==> src/rtl/instr_sequencer.sv <==
// Fetch/decode/execute sequencer for the 8-bit core.
// Byte-serial fetch, operand-source enables, PC/stack and writeback control.
module instr_sequencer #(
  parameter int         RAM_LAT = 2,
  parameter logic [7:0] HALT_OP = 8'hFF
) (
  input  logic       clk,
  input  logic       rst,
  input  logic       run,
  output logic [7:0] progAddr,
  output logic       progReq,
  input  logic       progAck,
  input  logic [7:0] progData,
  output logic [7:0] opcode1,
  output logic [7:0] opcode2,
  output logic [7:0] opcode3,
  output logic [7:0] opcode4,
  output logic       imm1,
  output logic       imm2,
  output logic       counterEnable1,
  output logic       counterEnable2,
  output logic       inputEnable1,
  output logic       inputEnable2,
  output logic       ramEnable1,
  output logic       ramEnable2,
  output logic       stackEnable1,
  output logic       stackEnable2,
  input  logic       condition,
  input  logic [7:0] stackTop,
  output logic       stackPush,
  output logic       stackPop,
  output logic [7:0] pushData,
  output logic [7:0] pc,
  output logic       regWrite,
  output logic [7:0] regDest,
  output logic       halted
);

  typedef enum logic [2:0] {
    S_IDLE, S_FETCH, S_DECODE, S_EXEC, S_COMMIT, S_HALT
  } state_t;

  localparam logic [7:0] LAT_M1 = 8'(RAM_LAT - 1);

  state_t     state, nstate;
  logic [1:0] k;
  logic [7:0] ecnt;
  logic       cond_q;
  logic [3:0] src1, src2;
  logic       slow, last_exec;
  logic       is_cond, is_call, is_ret;
  logic [7:0] npc;

  // {counter, input, ram, stack}; immediates never select a source
  function automatic logic [3:0] src_dec(input logic imm, input logic [7:0] c);
    src_dec = 4'b0000;
    if (!imm) begin
      unique case (c)
        8'h06:   src_dec = 4'b1000;
        8'h07:   src_dec = 4'b0100;
        8'h08:   src_dec = 4'b0010;
        8'h09:   src_dec = 4'b0001;
        default: src_dec = 4'b0000;
      endcase
    end
  endfunction

  assign src1      = src_dec(opcode1[7], opcode2);
  assign src2      = src_dec(opcode1[6], opcode3);
  assign slow      = |{src1[1:0], src2[1:0]};
  assign last_exec = (ecnt == (slow ? LAT_M1 : 8'd0));
  assign is_cond   = opcode1[5];
  assign is_call   = (opcode1[4:3] == 2'b01);
  assign is_ret    = (opcode1[4:3] == 2'b10);
  assign progAddr  = pc + {6'b0, k};
  assign pushData  = pc + 8'd4;
  assign regDest   = opcode4;

  always_comb begin
    npc = pc + 8'd4;
    if (is_cond && cond_q) npc = is_ret ? stackTop : opcode4;
  end

  always_comb begin
    nstate         = state;
    progReq        = 1'b0;
    imm1           = 1'b0;
    imm2           = 1'b0;
    counterEnable1 = 1'b0;
    counterEnable2 = 1'b0;
    inputEnable1   = 1'b0;
    inputEnable2   = 1'b0;
    ramEnable1     = 1'b0;
    ramEnable2     = 1'b0;
    stackEnable1   = 1'b0;
    stackEnable2   = 1'b0;
    stackPush      = 1'b0;
    stackPop       = 1'b0;
    regWrite       = 1'b0;
    halted         = 1'b0;
    unique case (state)
      S_IDLE: if (run) nstate = S_FETCH;
      S_FETCH: begin
        progReq = 1'b1;
        if (progAck && k == 2'd3) nstate = S_DECODE;
      end
      S_DECODE: nstate = (opcode1 == HALT_OP) ? S_HALT : S_EXEC;
      S_EXEC: begin
        imm1           = opcode1[7];
        imm2           = opcode1[6];
        counterEnable1 = src1[3];
        inputEnable1   = src1[2];
        ramEnable1     = src1[1];
        stackEnable1   = src1[0];
        counterEnable2 = src2[3];
        inputEnable2   = src2[2];
        ramEnable2     = src2[1];
        stackEnable2   = src2[0];
        if (last_exec) nstate = S_COMMIT;
      end
      S_COMMIT: begin
        nstate = S_FETCH;
        if (!is_cond) begin
          regWrite = 1'b1;
        end else if (cond_q) begin
          stackPush = is_call;
          stackPop  = is_ret;
        end
      end
      S_HALT: halted = 1'b1;
      default: nstate = S_IDLE;
    endcase
  end

  always_ff @(posedge clk) begin
    if (rst) begin
      state   <= S_IDLE;
      pc      <= 8'd0;
      k       <= 2'd0;
      ecnt    <= 8'd0;
      cond_q  <= 1'b0;
      opcode1 <= 8'd0;
      opcode2 <= 8'd0;
      opcode3 <= 8'd0;
      opcode4 <= 8'd0;
    end else begin
      state <= nstate;
      unique case (state)
        S_IDLE: begin
          pc <= 8'd0;
          k  <= 2'd0;
        end
        S_FETCH: begin
          if (progAck) begin
            unique case (k)
              2'd0: opcode1 <= progData;
              2'd1: opcode2 <= progData;
              2'd2: opcode3 <= progData;
              2'd3: opcode4 <= progData;
              default: ;
            endcase
            k <= k + 2'd1;
          end
        end
        S_DECODE: ecnt <= 8'd0;
        S_EXEC: begin
          ecnt <= ecnt + 8'd1;
          if (last_exec) cond_q <= condition;
        end
        S_COMMIT: pc <= npc;
        default: ;
      endcase
    end
  end

endmodule

==> config.mk <==
export PLATFORM = sky130hd
export DESIGN_NAME = instr_sequencer
export DESIGN_NICKNAME = d
export VERILOG_FILES = /design/src/rtl/instr_sequencer.sv
export SDC_FILE = /design/constraint.sdc
export NUM_CORES = 1
export LEC_CHECK = 0
export BUFFER_PORTS_ARGS = -buffer_cell sky130_fd_sc_hd__buf_2
export CAP_MARGIN = 10
export CORE_ASPECT_RATIO = 2
export CORE_MARGIN = 2
export CORE_UTILIZATION = 45
export CTS_CLUSTER_DIAMETER = 30
export DETAILED_ROUTE_END_ITERATION = 7
export PLACE_DENSITY = 0.88
export SYNTH_ARGS = -nofsm -noshare
export SYNTH_HDL_FRONTEND = slang
export SYNTH_SLANG_ARGS = --single-unit
==> constraint.sdc <==
create_clock -name clk -period 2 [get_ports clk]
set_clock_uncertainty 0.2 [all_clocks]
set_input_delay 0.4 -clock clk [delete_from_list [all_inputs] [get_ports clk]]
set_output_delay 0.4 -clock clk [all_outputs]
set_load 0.01 [all_outputs]
==> results.toml <==
[run_status]
result_of_the_run = "finished with violations"
violations = "negative setup slack"

[floorplan]
start_util_pct = 45.78
floorplan.io_pins = 100
floorplan_core_area_mm2 = 0.006259
die_y_um = 116.8
floorplan.rows = 41
die_area_mm2 = 0.007060
chipWidth_um = 60.43

[clocking]
cts_made_buffers = 5
clk_pin_slew_worst_paths_ps = 70
clk_path_buf_depth = 2
tritoncts = "built"
cts.root.buffer_cell = "sky130_fd_sc_hd__clkbuf_16"
clkLatencyLatePin_ps = 300
numClockSinks = 54
clock_h_tree_levels = 2

[routing]
wl_per_cell_um = 17.44
route.vias.total = 3127
drt.antenna.violating_nets = 0
post_route_drc = 0
drt_first_iter_violations = 108
routed_via_density = 5.634
finalWirelength_mm = 9.681
dr.pass1.iters = 4

[finish]
num_antenna_cells = 0
mostFrequentLayoutCells = "sky130_fd_sc_hd__buf_2 (98), sky130_fd_sc_hd__nand2_1 (42), sky130_fd_sc_hd__dfxtp_1 (42), sky130_fd_sc_hd__nor2_1 (38), sky130_fd_sc_hd__a21oi_1 (35)"
num-fill-cells = 521
area_delta_synth_final_pct = 38.21
drive_gt1_share_pct = 40.30
mostFrequentLayoutCell = "sky130_fd_sc_hd__buf_2"
nets_final = 498

[global_routing]
grtUsageMet3_pct = 5.714
grt.total_usage_pct = 27.04
grt_max_degree = 32
grt_pass1_wl_mm = 14.27
globalRouteMet2Util_pct = 49.71
grt.overflow.total = 0
grt.met1_usage_pct = 26.33
antenna_found_initial = 0
global_route.peak_usage_layer = "met2"
number_of_global_route_vias_before_repair = 2949

[logic_synthesis]
synth_sequential_area_ratio_pct = 37.73
yosys.cell_types.count = 46
yosysWarnings = 0
yosys_register_bits = 54
synthesis.instances = 356
netlist_area_mm2 = 0.002865
synth.net_count = 386
synth.avg_cell_area_um2 = 8.048

[timing]
setup_ws_ps = -339.8
setup-violations-final = 16
fin_crit_sh_pct = 117.0
fmax_mhz = 427.4
setup_total_negative_slack_ps = -3665
tightest_slew_ps = 597.8
max_slew_headroom_pct = 60.15
min_period_ps = 2340
timing_max_transition_violations_final = 0
final-hold-violation-count = 0
setup_repair_after_global_routing_missed_its_margin = "true"

[worst_hold_path]
min_delay_src = "progData[1]"
holdCritPathClass = "primary input to flip-flop"

[setup_path]
critical_path_arrival_ps = 1740
cp_num_buf_inv = 2
category_of_the_worst_setup_path_capture_point = "output port"
critPathTopFamily = "adder cells"
timing.critical_path.cells = "ha_4 > inv_2 > fa_2 > nand4b_1 > xnor2_2 > buf_2"
crit_path_max_fanout = 3
cp_slowest_cell = "sky130_fd_sc_hd__dfxtp_2"
timing_worst_setup_path_type = "flip-flop to output port"
worstSetupStartpointType = "flip-flop"
launch_instance_of_the_worst_register_to_register_path = "ecnt[3]$_SDFFE_PP0P_"
setup.worst_path.start = "pc[0]$_SDFFE_PP0P_"
max_stage_delay_ps = 360
worst-endpoint-required_ps = 1400

[pwr]
peakVddDrop_mv = 0.5681
power_density_over_cell_area_mw_per_mm2 = 573.3
p_leak_nw = 1.815

[placement]
place_congestion = 0.9139
placement.io_buffers = 99
pre_cts_worst_setup_slack_ps = -115.8
dp_hpwl_mm = 6.777

[run]
max_cap_viol_count = 0
-- repair_timing --
action | in CTS | in global routing
endpoints found under the setup margin | 21 | 30
buffers inserted | 1 | 3
cloned | 0 | 0
hold buffers | 0 | 0
pin swaps | 5 | 9
gates resized for setup | 29 | 18
-- area by class of cell --
| cell class | instances | area [µm²] | area share (%) |
|---|---|---|---|
| clock buffers | 5 | 125.1 | 3.160 |
| multi-input cells | 262 | 1747 | 44.11 |
| well taps | 86 | 107.6 | 2.717 |
| flip-flops and latches | 54 | 1104 | 27.87 |
| repair buffers | 136 | 803.3 | 20.28 |
| inverters | 9 | 33.78 | 0.8531 |
| clock inverters | 3 | 40.04 | 1.011 |
-- power by group --
group	total (mW)	switching, mW	internal [mW]
registers	1.10	0.0163	1.08
clock network	0.996	0.409	0.587
logic	0.174	0.107	0.0669
-- routing by layer --
layer | share of wire [%] | vias to the layer above
met3 | 5.2 | 55
met4 | 6.0 | 0
met5 | 0 | -
li1 | - | 1441
met1 | 33 | 1487
met2 | 55 | 144
-- kinds of logic after synthesis --
| group | share of synthesized area (%) |
|---|---|
| xor+xnor | 4.891 |
| simple gates | 27.95 |
| compound gates | 11.79 |
| mux | 6.768 |
| fa+ha+maj | 4.192 |
| flops | 37.73 |
| buf+inv | 6.681 |
-- through the flow --
stage               hold slack, ps  cells  util, %  power (mW)  area [µm²]
floorplan                    259.7    356        -       1.201        2877
global placement             266.2    543    57.24       1.279        3582
detailed placement           269.9    543    57.24       1.284        3582
CTS                          197.4    552    61.80       2.264        3867
global route                 207.5    555    63.27       2.326        3960
finish                       208.0    555    63.27       2.270        3960
-- worst reg2reg max path, cell delays in order (launching register included) --
cell and delay, ps:
sky130_fd_sc_hd__dfxtp_2 340, sky130_fd_sc_hd__or4_4 540, sky130_fd_sc_hd__nor4_4 220, sky130_fd_sc_hd__nor3b_4 260
sky130_fd_sc_hd__mux2i_2 120, sky130_fd_sc_hd__mux2i_1 140
-- state kept, by name, summed over array words and instances (netlist names), 2 cells and up --
| register | count |
|---|---|
| pc | 8 |
| opcode2 | 8 |
| state | 3 |
| k | 2 |
| opcode3 | 8 |
| ecnt | 8 |
| opcode1 | 8 |
| opcode4 | 8 |
-- cells in the mapped netlist, drive strengths merged --
cell    number  share of area, %
dfxtp       54                38
nand2       43               5.6
nor2        40               5.2
a21oi       35               6.1
nand3       32               5.6
mux2i       19               6.8
clkbuf      18               2.4
buf         13               3.1
and3        12               2.7
inv          9               1.2
xor2         9               2.8
ha           8               3.5
o21ai        8               1.4
xnor2        7               2.1
a22oi        5               1.3
and2         4              0.87
nand2b       4              0.87
nand4        4              0.87
nor4         4               1.6
nor3         3              0.70
nor3b        3              0.96
a41oi        2              0.61
nor2b        2              0.44
o211ai       2              0.52
or4          2              0.79
a211o        1              0.31
a211oi       1              0.26
a21o         1              0.26
a31oi        1              0.22
a32oi        1              0.31
and3b        1              0.31
and4         1              0.31
fa           1              0.70
nand4b       1              0.31
o22ai        1              0.22
o31ai        1              0.26
or2          1              0.22
or2b         1              0.31
or3          1              0.26
-- worst paths after layout --
kind                                           endpoint  slack [ps]  cells after the start
worst max-delay path                        progAddr[6]        -340                      6
worst min-delay path            opcode1[1]$_SDFFE_PP0P_         210                      3
worst max register to register      cond_q$_SDFFE_PP0P_          60                      5
worst min register to register  opcode3[6]$_SDFFE_PP0P_         280                      2
Power figures use the tool's default switching activity.
